$ cat src/rtl/pipe_pkg.sv
// Shared pipeline types for the hazard/stall controller: FSM states,
// register index type and the hardwired-zero register index.
package pipe_pkg;
  typedef enum logic [1:0] {RUN, STALL, FLUSH} haz_state_t;
  typedef logic [4:0] reg_idx_t;
  localparam reg_idx_t ZERO_REG_IDX = 5'd31;
endpackage

$ cat src/rtl/hazard_detect.sv
// Combinational stall-need computation for the ID-stage instruction.
// need = number of stall cycles required (0, 1 or 2); the largest applicable need wins.
module hazard_detect
  import pipe_pkg::*;
#(
  parameter reg_idx_t ZERO_REG = ZERO_REG_IDX
) (
  input  reg_idx_t   ID_Rn,
  input  reg_idx_t   ID_Rm,
  input  logic       ID_UsesRn,
  input  logic       ID_UsesRm,
  input  logic       ID_IsCondBr,
  input  reg_idx_t   Ex_Rd,
  input  logic       Ex_RegWE,
  input  logic       Ex_MemRead,
  input  reg_idx_t   Mem_Rd,
  input  logic       Mem_MemRead,
  output logic [1:0] need
);

  logic ex_rn_hit;
  logic ex_rm_hit;
  logic mem_rm_hit;

  assign ex_rn_hit  = (ID_Rn == Ex_Rd)  && (Ex_Rd  != ZERO_REG);
  assign ex_rm_hit  = (ID_Rm == Ex_Rd)  && (Ex_Rd  != ZERO_REG);
  assign mem_rm_hit = (ID_Rm == Mem_Rd) && (Mem_Rd != ZERO_REG);

  // CBZ/CBNZ compare in ID, so only Rt (ID_Rm) matters for branches.
  always_comb begin
    need = 2'd0;
    if (ID_IsCondBr) begin
      if (Ex_MemRead && ex_rm_hit) begin
        need = 2'd2;
      end else if ((Ex_RegWE && ex_rm_hit) || (Mem_MemRead && mem_rm_hit)) begin
        need = 2'd1;
      end
    end else if (Ex_MemRead && ((ID_UsesRn && ex_rn_hit) || (ID_UsesRm && ex_rm_hit))) begin
      need = 2'd1;
    end
  end

endmodule

$ cat src/rtl/hazard_stall_unit.sv
// Stall/flush controller for the 5-stage pipeline: load-use and ID-branch
// operand stalls, post-branch IF/ID flush. Optional perf counters: HAZARD_PERF_CNT_EN.
//
// state | meaning
// RUN   | normal issue; hazards evaluated, stalls/flushes start here
// STALL | extra stall cycle for CBZ/CBNZ on a load still in EX
// FLUSH | extra IF/ID flush cycles after a taken branch
module hazard_stall_unit
  import pipe_pkg::*;
#(
  parameter int       FLUSH_CYCLES = 1,
  parameter reg_idx_t ZERO_REG     = ZERO_REG_IDX
) (
  input  logic     clk,
  input  logic     reset,
  input  reg_idx_t ID_Rn,
  input  reg_idx_t ID_Rm,
  input  logic     ID_UsesRn,
  input  logic     ID_UsesRm,
  input  logic     ID_IsCondBr,
  input  logic     BrTaken,
  input  reg_idx_t Ex_Rd,
  input  logic     Ex_RegWE,
  input  logic     Ex_MemRead,
  input  reg_idx_t Mem_Rd,
  input  logic     Mem_MemRead,
  output logic     PC_WE,
  output logic     IFID_WE,
  output logic     IDEX_Bubble,
  output logic     IFID_Flush,
  output logic     Stalling
`ifdef HAZARD_PERF_CNT_EN
  ,
  output logic [31:0] StallCount,
  output logic [31:0] FlushCount
`endif
);

  localparam logic [1:0] FLUSH_CNT = 2'(FLUSH_CYCLES - 1);

  haz_state_t state, state_nxt;
  logic [1:0] cnt, cnt_nxt;
  logic [1:0] need;

  hazard_detect #(.ZERO_REG(ZERO_REG)) u_detect (
    .ID_Rn       (ID_Rn),
    .ID_Rm       (ID_Rm),
    .ID_UsesRn   (ID_UsesRn),
    .ID_UsesRm   (ID_UsesRm),
    .ID_IsCondBr (ID_IsCondBr),
    .Ex_Rd       (Ex_Rd),
    .Ex_RegWE    (Ex_RegWE),
    .Ex_MemRead  (Ex_MemRead),
    .Mem_Rd      (Mem_Rd),
    .Mem_MemRead (Mem_MemRead),
    .need        (need)
  );

  always_ff @(posedge clk) begin
    if (reset) begin
      state <= RUN;
      cnt   <= 2'd0;
    end else begin
      state <= state_nxt;
      cnt   <= cnt_nxt;
    end
  end

  always_comb begin
    state_nxt   = state;
    cnt_nxt     = cnt;
    PC_WE       = 1'b1;
    IFID_WE     = 1'b1;
    IDEX_Bubble = 1'b0;
    IFID_Flush  = 1'b0;
    Stalling    = 1'b0;
    case (state)
      RUN: begin
        if (need != 2'd0) begin
          PC_WE       = 1'b0;
          IFID_WE     = 1'b0;
          IDEX_Bubble = 1'b1;
          Stalling    = 1'b1;
          if (need == 2'd2) begin
            state_nxt = STALL;
            cnt_nxt   = 2'd1;
          end
        end else if (BrTaken) begin
          IFID_Flush = 1'b1;
          if (FLUSH_CYCLES > 1) begin
            state_nxt = FLUSH;
            cnt_nxt   = FLUSH_CNT;
          end
        end
      end
      STALL: begin
        PC_WE       = 1'b0;
        IFID_WE     = 1'b0;
        IDEX_Bubble = 1'b1;
        Stalling    = 1'b1;
        cnt_nxt     = cnt - 2'd1;
        if (cnt <= 2'd1) state_nxt = RUN;
      end
      FLUSH: begin
        IFID_Flush = 1'b1;
        cnt_nxt    = cnt - 2'd1;
        if (cnt <= 2'd1) state_nxt = RUN;
      end
      default: begin
        state_nxt = RUN;
        cnt_nxt   = 2'd0;
      end
    endcase
    // Reset overrides everything: hold PC, bubble ID/EX and clear IF/ID.
    if (reset) begin
      PC_WE       = 1'b0;
      IFID_WE     = 1'b0;
      IDEX_Bubble = 1'b1;
      IFID_Flush  = 1'b1;
      Stalling    = 1'b0;
    end
  end

`ifdef HAZARD_PERF_CNT_EN
  always_ff @(posedge clk) begin
    if (reset) begin
      StallCount <= 32'd0;
      FlushCount <= 32'd0;
    end else begin
      if (Stalling && (StallCount != 32'hFFFF_FFFF)) StallCount <= StallCount + 32'd1;
      if (IFID_Flush && (FlushCount != 32'hFFFF_FFFF)) FlushCount <= FlushCount + 32'd1;
    end
  end
`endif

endmodule

$ cat config.mk
export PLATFORM = sky130hd
export DESIGN_NAME = hazard_stall_unit
export DESIGN_NICKNAME = d
export VERILOG_FILES = /design/src/rtl/pipe_pkg.sv /design/src/rtl/hazard_detect.sv /design/src/rtl/hazard_stall_unit.sv
export SDC_FILE = /design/constraint.sdc
export NUM_CORES = 1
export LEC_CHECK = 0
export BUFFER_PORTS_ARGS = -buffer_cell sky130_fd_sc_hd__buf_2
export CORE_AREA = 2 2 39 41
export DETAILED_ROUTE_END_ITERATION = 6
export DIE_AREA = 0 0 41 43
export PLACE_DENSITY = 0.72
export SYNTH_ARGS = -nofsm -noshare
export SYNTH_HDL_FRONTEND = slang
export SYNTH_SLANG_ARGS = --single-unit
$ cat constraint.sdc
create_clock -name clk -period 1.9 [get_ports clk]
set_input_delay 0.19 -clock clk [delete_from_list [all_inputs] [get_ports clk]]
set_output_delay 0.19 -clock clk [all_outputs]
set_load 0.01 [all_outputs]
==> results of run 1 <==
layout make-up:
cell class                      instances  area (sq um)  area share (%)
Sequential cell                         3         60.06           8.989
Multi-Input combinational cell         50         385.4           57.68
Inverter                                3         11.26           1.685
Timing Repair Buffer                   33         165.2           24.72
Tap cell                               16         20.02           2.996
Clock buffer                            4         26.28           3.933
power groups by stage:
stage / Combinational (W) / Clock (W) / Sequential (W)
floorplan: 0.0000517 / 0 / 0.0000655
global route: 0.000115 / 0.000125 / 0.0000646
finish: 0.000104 / 0.000111 / 0.0000646
CTS: 0.000104 / 0.000114 / 0.0000646
global placement: 0.000102 / 0 / 0.0000655
detailed placement: 0.000104 / 0 / 0.0000656
logic make-up after synthesis:
group           share of synthesized area (%)
buf+inv                                 4.044
flops                                   12.94
xor+xnor                                26.42
fa+ha+maj                               2.695
simple gates                            31.00
compound gates                          22.91
sequential cells by signal (all words and copies together), names as in the netlist:
name   count
cnt        2
state      1
through the flow:
stage / power (W) / instance area, sq um / std cells
finish: 0.0002796 / 668.1 / 109
global route: 0.0003046 / 668.1 / 109
CTS: 0.0002825 / 668.1 / 109
detailed placement: 0.0001695 / 641.9 / 105
global placement: 0.0001675 / 641.9 / 105
floorplan: 0.0001172 / 464.2 / 57
cell usage in the layout (no fill, tap or decap), types with 2 or more instances in the layout:
cell type                   n
sky130_fd_sc_hd__nand3_1    2
sky130_fd_sc_hd__nand4_1    3
sky130_fd_sc_hd__a21oi_1    2
sky130_fd_sc_hd__inv_1      3
sky130_fd_sc_hd__nand3b_1   3
sky130_fd_sc_hd__buf_2     33
sky130_fd_sc_hd__nand2_1    4
sky130_fd_sc_hd__xnor2_1    3
sky130_fd_sc_hd__xor2_1    11
sky130_fd_sc_hd__dfxtp_1    3
sky130_fd_sc_hd__clkbuf_4   3
per-layer routing:
layer / part of all wire [%] / vias to the layer above / GRT usage (%)
li1: - / 283 / -
met1: 43 / 229 / 20.19
met2: 51 / 15 / 25.31
met3: 5.4 / 0 / 6.283
met4: 0 / 0 / 6.000
met5: 0 / - / 0
path summary, 6_finish.rpt:
kind / slack [ns] / cells after the start / end
worst max-delay path: 0.21 / 7 / PC_WE
worst min-delay path: 0.20 / 2 / cnt[1]$_SDFFE_PP0P_
worst max register to register: 0.99 / 4 / cnt[1]$_SDFFE_PP0P_
worst min register to register: 0.49 / 1 / cnt[0]$_SDFFE_PP0P_
worst max-delay path: cells and delay by family:
family	cells	cell delay [ns]
compound gates	3	0.66
simple gates	2	0.38
buf+inv	2	0.27
==> reports/qor.txt, run 1 <==
Standard-cell rows: 14
Cell area after synthesis: 464.2 sq um
Via count of the first global-routing pass: 456
DRT Pass-1 Iters: 4
Power density over cell area: 418.5 nW/um^2
Number of gates given a new drive strength after cts: 0
Timing-limited maximum frequency: 0.5912 GHz
Leakage power of the design: 0.3088 nW
Fillcell total: 143
Largest cells by area after synthesis: sky130_fd_sc_hd__xor2_1, sky130_fd_sc_hd__dfxtp_1, sky130_fd_sc_hd__xnor2_1, sky130_fd_sc_hd__nand3b_1, sky130_fd_sc_hd__a211oi_4
Final critical-path setup slack: 0.2085 ns
Routability congestion estimate from global placement: 0.7721
Critical path required time: 1.71 ns
Fraction of final layout cells with drive strength greater than 1: 43.01%
Internal power: 0.0001937 W
DRC errors left: 0
Fraction of power consumed by the clock network: 39.6%
Switching share of power: 30.74%
Nets@finish: 124
Worst setup timing slack at the placement stage: 0.2274 ns
Leading area contributor after synthesis: sky130_fd_sc_hd__xor2_1
Number of enable-type register cells in the synthesized netlist: 0
Wire length of the first global-routing pass: 1.994 mm
Core Region: 1384 sq um
Final hold slack: 0.1978 ns
Number of warnings printed during yosys synthesis: 0
Most numerous cell on the critical path: sky130_fd_sc_hd__buf_2
Final worst clock skew: 0.004269 ns
HPWL reported at the end of detailed placement: 1.018 mm
Final Critical Period: 1.691 ns
Critical path class: in2out
Dominant register cell in the synthesized netlist: sky130_fd_sc_hd__dfxtp_1
Biggest cell delay along the critical path: 0.30 ns
Combinational fraction of design power: 37.3%
Worst Hold Launch: reset
Post-synth ARST share: 0%
Initial antenna violation count: 0
Setup-violating endpoint count in the final report: 0
GRT overflow: 0
Post-CTS setup repair buffer count: 0
Sort of element at the start of the critical path: input port
Detailed-route vias per instance: 4.835
Width of the die: 41 um
Crit Reg-Reg Startpoint: cnt[1]$_SDFFE_PP0P_
Max capacitance violation total: 0
Final Cycle Share: 89.02%
Unique masters post-synth: 32
Number of DRC markers after the initial detailed-route iteration: 6
Number of buffers inserted by hold repair at cts: 0
Synth Register Bits: 3
Launch point of the worst path: Ex_Rd[4]
Top cells by count, synth: sky130_fd_sc_hd__xor2_1, sky130_fd_sc_hd__nand2_1
Total GRT Usage: 16.55%
Critical Path, Cell by Cell: buf_2, and4_4, a211oi_4, o211ai_1, a21o_1, and3_1, buf_2
Pin count of the biggest net entering global routing: 9
Final count of pins violating max slew: 0
Die height: 43 um
Final wirelength: 1.201 mm
Number of clock sinks seen by CTS: 3
Post-synthesis cell count: 57
Arrival time at the worst endpoint: 1.50 ns
CTS Root Buffer Type: sky130_fd_sc_hd__clkbuf_4
Io pins: 34
Worst-case headroom to the max-slew limit: 79.22%
Clock Tree Buf Depth: 2
H-tree depth: 1
Antenna viol nets, final: 0
Power dissipated by switching net loads: 0.00008595 W
Clock buffers created by TritonCTS: 3
Post-Syn Area per Cell: 8.144 sq um
Port bufs: 33
Clock insertion delay at the later pin of the skew report: 0.23 ns
Synthesized net count: 87
Status: finished clean
Setup TNS after final layout: 0 ns
DR vias: 527
Antenna Cells: 0
Setup repair after global routing missed its margin: no
Power share of the sequential group: 23.1%
Pin slew with the least headroom to its limit: 0.3101 ns
Initial Util: 33.54%
Hold WC Path Type: in2reg
Total Die Area: 1763 sq um
Peak supply drop: 0.2851 mV
Proportion of synthesized chip area in sequential cells: 12.94%
Highest-delay cell along the critical path: sky130_fd_sc_hd__a211oi_4
Top cell type's share of synthesized area: 20.75%
Clock tree from TritonCTS: done
Crit end category: output port
Routed length per instance: 11.02 um
Number of hold violations in the final report: 0
Area added between synthesis and finish: 43.94%
Most frequent cell after synthesis: sky130_fd_sc_hd__xor2_1
Maximum fanout along the worst path: 5
Util after Layout: 48.28%
Clock transition at the register clock pins on the worst setup and hold paths after CTS: 0.04 ns
(Power assumes the default switching activity.)
==> inputs of run 2 (changes only) <==
CAP_MARGIN = 10   (was unset)
CORE_AREA = unset   (was 2 2 39 41)
CORE_MARGIN = 2   (was unset)
CORE_UTILIZATION = 35   (was unset)
DIE_AREA = unset   (was 0 0 41 43)
PLACE_DENSITY = 0.75   (was 0.72)
clock period = 1.5 ns   (was 1.9 ns; I/O delays follow)
==> run 2 against run 1 <==
Effect of this change: the run now ends with negative setup slack left; global-route usage rose by 1.1 points; power up 41%; core utilization is 15 points higher; clock-buffer cell count did not move; cell count up 4.6%; sequential power rose by 27%; critical path depth is the same; worst hold slack got worse by 0.052 ns; first-iteration DRC count is 50% higher; critical path type unchanged; largest cell class unchanged.
==> reports/qor.txt, run 2 (synthesis results as in run 1) <==
Clock transition at the register clock pins on the worst setup and hold paths after CTS: 0.04 ns (about the same)
Setup-violating endpoint count in the final report: 4 (was 0)
Die height: 40.42 um (was 43 um)
HPWL reported at the end of detailed placement: 1.103 mm (was 1.018 mm)
Timing-limited maximum frequency: 0.6540 GHz
Peak supply drop: 0.3514 mV (was 0.2851 mV)
Final Critical Period: 1.529 ns
Number of hold violations in the final report: 0 (unchanged)
Port bufs: 33 (unchanged)
Initial antenna violation count: 0 (unchanged)
DR vias: 580 (was 527)
Clock buffers created by TritonCTS: 3 (unchanged)
Final worst clock skew: 0.003331 ns (was 0.004269 ns)
Fraction of final layout cells with drive strength greater than 1: 52.53% (was 43.01%)
Power density over cell area: 487.4 nW/um^2 (was 418.5 nW/um^2)
Util after Layout: 63.61% (was 48.28%)
GRT overflow: 0 (unchanged)
Routability congestion estimate from global placement: 0.8161 (was 0.7721)
Setup repair after global routing missed its margin: yes (was no)
Number of DRC markers after the initial detailed-route iteration: 9 (was 6)
Registers with the highest flip-flop counts: cnt (2), state (1) (unchanged)
Critical path required time: 1.35 ns (was 1.71 ns)
Total GRT Usage: 17.67% (was 16.55%)
Sort of element at the start of the critical path: input port (unchanged)
DRT Pass-1 Iters: 3 (was 4)
Register bank with the most flops: cnt (unchanged)
Pin slew with the least headroom to its limit: 0.3043 ns (was 0.3101 ns)
Final Cycle Share: 101.9%
Leakage power of the design: 0.3726 nW (was 0.3088 nW)
CTS Root Buffer Type: sky130_fd_sc_hd__clkbuf_4 (unchanged)
Maximum fanout along the worst path: 5 (unchanged)
Routed length per instance: 12.03 um (was 11.02 um)
Standard-cell rows: 13 (was 14)
Clock Tree Buf Depth: 2 (unchanged)
Final critical-path setup slack: -0.02899 ns (was 0.2085 ns)
Cell depth of the worst hold path: 2 (unchanged)
Arrival time at the worst endpoint: 1.38 ns (was 1.50 ns)
Most frequent cells in the layout: sky130_fd_sc_hd__buf_2, sky130_fd_sc_hd__xor2_1, sky130_fd_sc_hd__buf_4 (was sky130_fd_sc_hd__buf_2, sky130_fd_sc_hd__xor2_1, sky130_fd_sc_hd__nand2_1)
Final wirelength: 1.371 mm (was 1.201 mm)
Nets@finish: 130 (was 124)
Worst-case headroom to the max-slew limit: 79.68% (was 79.22%)
Antenna Cells: 0 (unchanged)
Total Die Area: 1634 sq um (was 1763 sq um)
Max capacitance violation total: 0 (unchanged)
Hold WC Path Type: in2reg (unchanged)
Width of the die: 40.42 um (was 41 um)
Critical path class: in2out (unchanged)
Detailed-route vias per instance: 5.088 (was 4.835)
Violated checks: negative setup slack
Area added between synthesis and finish: 73.85% (was 43.94%)
Io pins: 34 (unchanged)
Commonest non-fill, non-tap cell in the layout: sky130_fd_sc_hd__buf_2 (unchanged)
Clock tree from TritonCTS: done (unchanged)
Initial Util: 36.59% (was 33.54%)
Clock insertion delay at the later pin of the skew report: 0.23 ns (about the same)
Crit end category: output port (unchanged)
Worst reg2reg path depth: 4 (unchanged)
Core Region: 1269 sq um (was 1384 sq um)
Wire length of the first global-routing pass: 1.945 mm (was 1.994 mm)
H-tree depth: 1 (unchanged)
Antenna viol nets, final: 0 (unchanged)
Final count of pins violating max slew: 0 (unchanged)
Setup TNS after final layout: -0.1079 ns (was 0 ns)
Pin count of the biggest net entering global routing: 9 (unchanged)
Via count of the first global-routing pass: 486 (was 456)
DRC errors left: 0 (unchanged)
Status: finished with violations (was finished clean)
Flip-flop count of the largest register, all copies and words added: 2 (unchanged)
Number of clock sinks seen by CTS: 3 (unchanged)
[run 2: path summary, 6_finish.rpt]
kind,startpoint,to,slack [ns]
hold / removal,reset,state[0]$_SDFFE_PP0P_,0.15
setup / recovery,Ex_Rd[4],IFID_WE,-0.03
setup reg to reg,cnt[1]$_SDFFE_PP0P_,cnt[1]$_SDFFE_PP0P_,0.58
hold reg to reg,cnt[0]$_SDFFE_PP0P_,cnt[0]$_SDFFE_PP0P_,0.49
[run 2: repair_timing]
action / 4_1_cts / 5_1_grt
hold buffers: 0 / 0
resized for setup: 14 / 9
buffers inserted: 1 / 0
pin swaps: 12 / 5
setup endpoints to repair: 4 / 5
[run 2: per-stage QoR]
stage	setup WS [ns]	total power (W)	area, sq um	cells	hold slack, ns
2_1_floorplan	0.05397	0.0001484	464.2	57	0.2191
3_3_place_gp	-0.06215	0.0002200	678.2	109	0.3905
3_5_place_dp	-0.1149	0.0002246	678.2	109	0.3884
4_1_cts	-0.06218	0.0003888	769.5	114	0.1396
5_1_grt	-0.07697	0.0004295	807.0	114	0.1360
6_report	-0.02899	0.0003934	807.0	114	0.1456
[run 2: area by class of cell]
class	instances	area [sq um]
fillers	117	461.7
multi-input cells	50	421.7
repair buffers	39	269.0
flip-flops and latches	3	60.06
clock buffers	4	26.28
well taps	15	18.77
inverters	3	11.26
[run 2: layer usage]
layer,global-route usage [%],vias up,routed length [um]
met1,20.85,268,587
met5,0,-,0
met2,30.56,14,696
met3,1.667,4,48
li1,-,294,-
met4,10.00,0,38
[run 2: power by group]
group	internal [W]	switching, W
registers	0.0000810	0.000000921
logic	0.0000945	0.0000767
clock network	0.0000996	0.0000406
[run 2: worst max-delay path, stage by stage]
cell and delay, ns:
sky130_fd_sc_hd__buf_8 0.10, sky130_fd_sc_hd__and4_4 0.19, sky130_fd_sc_hd__a211oi_4 0.30, sky130_fd_sc_hd__o211ai_1 0.15
sky130_fd_sc_hd__a21o_1 0.21, sky130_fd_sc_hd__and3_4 0.16, sky130_fd_sc_hd__buf_6 0.11
==> inputs of run 3 (changes only) <==
CAP_MARGIN = 20   (was 10)
CORE_AREA = 2 2 39 41   (was unset)
CORE_MARGIN = unset   (was 2)
CORE_UTILIZATION = unset   (was 35)
DIE_AREA = 0 0 41 43   (was unset)
PLACE_DENSITY = 0.72   (was 0.75)
clock period = 1.73 ns   (was 1.5 ns; I/O delays follow)
==> run 3 against run 2 <==
Effect of this change: global-route usage decreased by 2.8 points; core utilization decreased by 14 points; worst setup slack improved by 0.12 ns; register-to-register slack improved by 0.24 ns; sequential power decreased by 13%; critical endpoint is now IFID_Flush; first-iteration DRC count decreased by 78%; non-clock buffer count decreased by 4; the run now ends clean; wire length decreased by 11%.
==> reports/qor.txt, run 3 (synthesis results as in run 1) <==
Status: finished clean (was finished with violations)
CTS Root Buffer Type: sky130_fd_sc_hd__clkbuf_4 (unchanged)
Final hold slack: 0.1806 ns (was 0.1456 ns)
DR vias: 540 (was 580)
Antenna Cells: 0 (unchanged)
Number of DRC markers after the initial detailed-route iteration: 2 (was 9)
Final wirelength: 1.222 mm (was 1.371 mm)
Hold WC Path Type: in2reg (unchanged)
Max capacitance violation total: 0 (unchanged)
Total Die Area: 1763 sq um (was 1634 sq um)
Most numerous cell on the critical path: sky130_fd_sc_hd__buf_2
Final worst clock skew: 0.002071 ns (was 0.003331 ns)
Timing-limited maximum frequency: 0.6083 GHz
Highest Signal Layer: met3 (was met4)
Met2 wirelength from detailed routing: 666 um (was 696 um)
Peak supply drop: 0.2710 mV (was 0.3514 mV)
Clock Tree Buf Depth: 2 (unchanged)
Register bank with the most flops: cnt (unchanged)
Die height: 43 um (was 40.42 um)
Pin count of the biggest net entering global routing: 9 (unchanged)
Io pins: 34 (unchanged)
Routability congestion estimate from global placement: 0.7721 (was 0.8161)
Final Cycle Share: 95.02%
HPWL reported at the end of detailed placement: 1.005 mm (was 1.103 mm)
Maximum fanout along the worst path: 5 (unchanged)
Largest delay share family, worst path: compound AO/OA/AOI/OAI gates (unchanged)
DRT Pass-1 Iters: 3 (unchanged)
DRC errors left: 0 (unchanged)
Clock tree from TritonCTS: done (unchanged)
Port bufs: 33 (unchanged)
Standard-cell rows: 14 (was 13)
Number of non-filler instances in the completed layout: 111 (was 114)
M1 WL: 504 um (was 587 um)
Crit end category: output port (unchanged)
Registers with the highest flip-flop counts: cnt (2), state (1) (unchanged)
Initial Util: 33.54% (was 36.59%)
Arrival time at the worst endpoint: 1.47 ns (was 1.38 ns)
Power density over cell area: 448.4 nW/um^2 (was 487.4 nW/um^2)
Setup TNS after final layout: 0 ns (was -0.1079 ns)
Width of the die: 41 um (was 40.42 um)
Flip-flop count of the largest register, all copies and words added: 2 (unchanged)
Highest-delay cell along the critical path: sky130_fd_sc_hd__a221oi_1 (was sky130_fd_sc_hd__a211oi_4)
Area added between synthesis and finish: 48.79% (was 73.85%)
Core Region: 1384 sq um (was 1269 sq um)
Commonest non-fill, non-tap cell in the layout: sky130_fd_sc_hd__buf_2 (unchanged)
Fraction of final layout cells with drive strength greater than 1: 45.26% (was 52.53%)
Number of clock sinks seen by CTS: 3 (unchanged)
Sort of element at the start of the critical path: input port (unchanged)
Setup-violating endpoint count in the final report: 0 (was 4)
Initial antenna violation count: 0 (unchanged)
Clock transition at the register clock pins on the worst setup and hold paths after CTS: 0.04 ns (about the same)
Antenna viol nets, final: 0 (unchanged)
Final count of pins violating max slew: 0 (unchanged)
Worst-case headroom to the max-slew limit: 80.59% (was 79.68%)
Clock buffers created by TritonCTS: 3 (unchanged)
Switching share of power: 29.92% (was 30.07%)
Power dissipated by switching net loads: 0.00009266 W (was 0.0001183 W)
Routed length per instance: 11.01 um (was 12.03 um)
Leakage power of the design: 0.3199 nW (was 0.3726 nW)
Number of hold violations in the final report: 0 (unchanged)
Via count of the first global-routing pass: 458 (was 486)
Detailed-route vias per instance: 4.865 (was 5.088)
Number of buffers inserted by hold repair at cts: 0 (unchanged)
Biggest cell delay along the critical path: 0.32 ns (was 0.30 ns)
Total GRT Usage: 14.84% (was 17.67%)
Combinational fraction of design power: 39.3% (was 43.5%)
Nets@finish: 126 (was 130)
Fraction of power consumed by the clock network: 37.8% (was 35.6%)
Power share of the sequential group: 22.9% (was 20.8%)
Critical path required time: 1.56 ns (was 1.35 ns)
Final Critical Period: 1.644 ns
Pin slew with the least headroom to its limit: 0.2902 ns (was 0.3043 ns)
Internal power: 0.0002170 W (was 0.0002751 W)
Setup repair after global routing missed its margin: no (was yes)
Most frequent cells in the layout: sky130_fd_sc_hd__buf_2, sky130_fd_sc_hd__xor2_1, sky130_fd_sc_hd__nand2_1 (was sky130_fd_sc_hd__buf_2, sky130_fd_sc_hd__xor2_1, sky130_fd_sc_hd__buf_4)
Critical Path, Cell by Cell: buf_2, xor2_1, a211oi_4, nand3_1, a221oi_1, o31ai_1, buf_2 (was buf_8, and4_4, a211oi_4, o211ai_1, a21o_1, and3_4, buf_6)
Wire length of the first global-routing pass: 1.842 mm (was 1.945 mm)
Clock insertion delay at the later pin of the skew report: 0.22 ns (was 0.23 ns)
GRT overflow: 0 (unchanged)
Critical path class: in2out (unchanged)
Buffer and inverter count on the worst path: 2 (unchanged)
H-tree depth: 1 (unchanged)
Number of placed cells counting well taps: 105 (was 109)
Detailed route wirelength on metal3: 51 um (was 48 um)
==> run 3: worst paths after layout <==
kind | from | to | slack, ns | depth (start not counted)
min reg2reg | cnt[0]$_SDFFE_PP0P_ | cnt[0]$_SDFFE_PP0P_ | 0.48 | 1
max | Ex_Rd[3] | IFID_Flush | 0.09 | 7
max reg2reg | cnt[1]$_SDFFE_PP0P_ | cnt[1]$_SDFFE_PP0P_ | 0.82 | 4
min | reset | cnt[0]$_SDFFE_PP0P_ | 0.18 | 2
==> run 3: area by class of cell <==
cell class | count | area, sq um
timing repair buffer | 35 | 180.2
tap | 16 | 20.02
clock buffer | 4 | 26.28
fill | 145 | 693.2
inverter | 3 | 11.26
multi-input combinational | 50 | 392.9
sequential | 3 | 60.06
==> run 3: metal layers <==
layer	track usage [%]	up-vias
met3	2.094	0
met2	25.31	10
met1	17.31	243
li1	-	287
met4	6.000	0
met5	0	-
==> run 3: power groups by stage <==
| stage | Combinational (W) | Clock (W) | Sequential [W] |
|---|---|---|---|
| CTS | 0.000114 | 0.000122 | 0.0000710 |
| finish | 0.000122 | 0.000117 | 0.0000710 |
| global route | 0.000136 | 0.000123 | 0.0000710 |
| global placement | 0.000112 | 0 | 0.0000720 |
| floorplan | 0.0000568 | 0 | 0.0000719 |
| detailed placement | 0.000114 | 0 | 0.0000720 |
==> run 3: timing repair <==
item,in CTS,in global routing
endpoints found under the setup margin,0,2
gates resized for setup,0,1
setup buffers,0,2
==> run 3: metrics by stage <==
step                      util, %  cell area, sq um  total power, W  setup slack, ns
after floorplan                 -             464.2       0.0001287           0.2380
after global placement      46.38             641.9       0.0001840           0.1100
after detailed placement    46.38             641.9       0.0001861          0.08385
after CTS                   48.28             668.1       0.0003077          0.08159
after global routing        49.91             690.7       0.0003296         0.006078
final                       49.91             690.7       0.0003097          0.08609
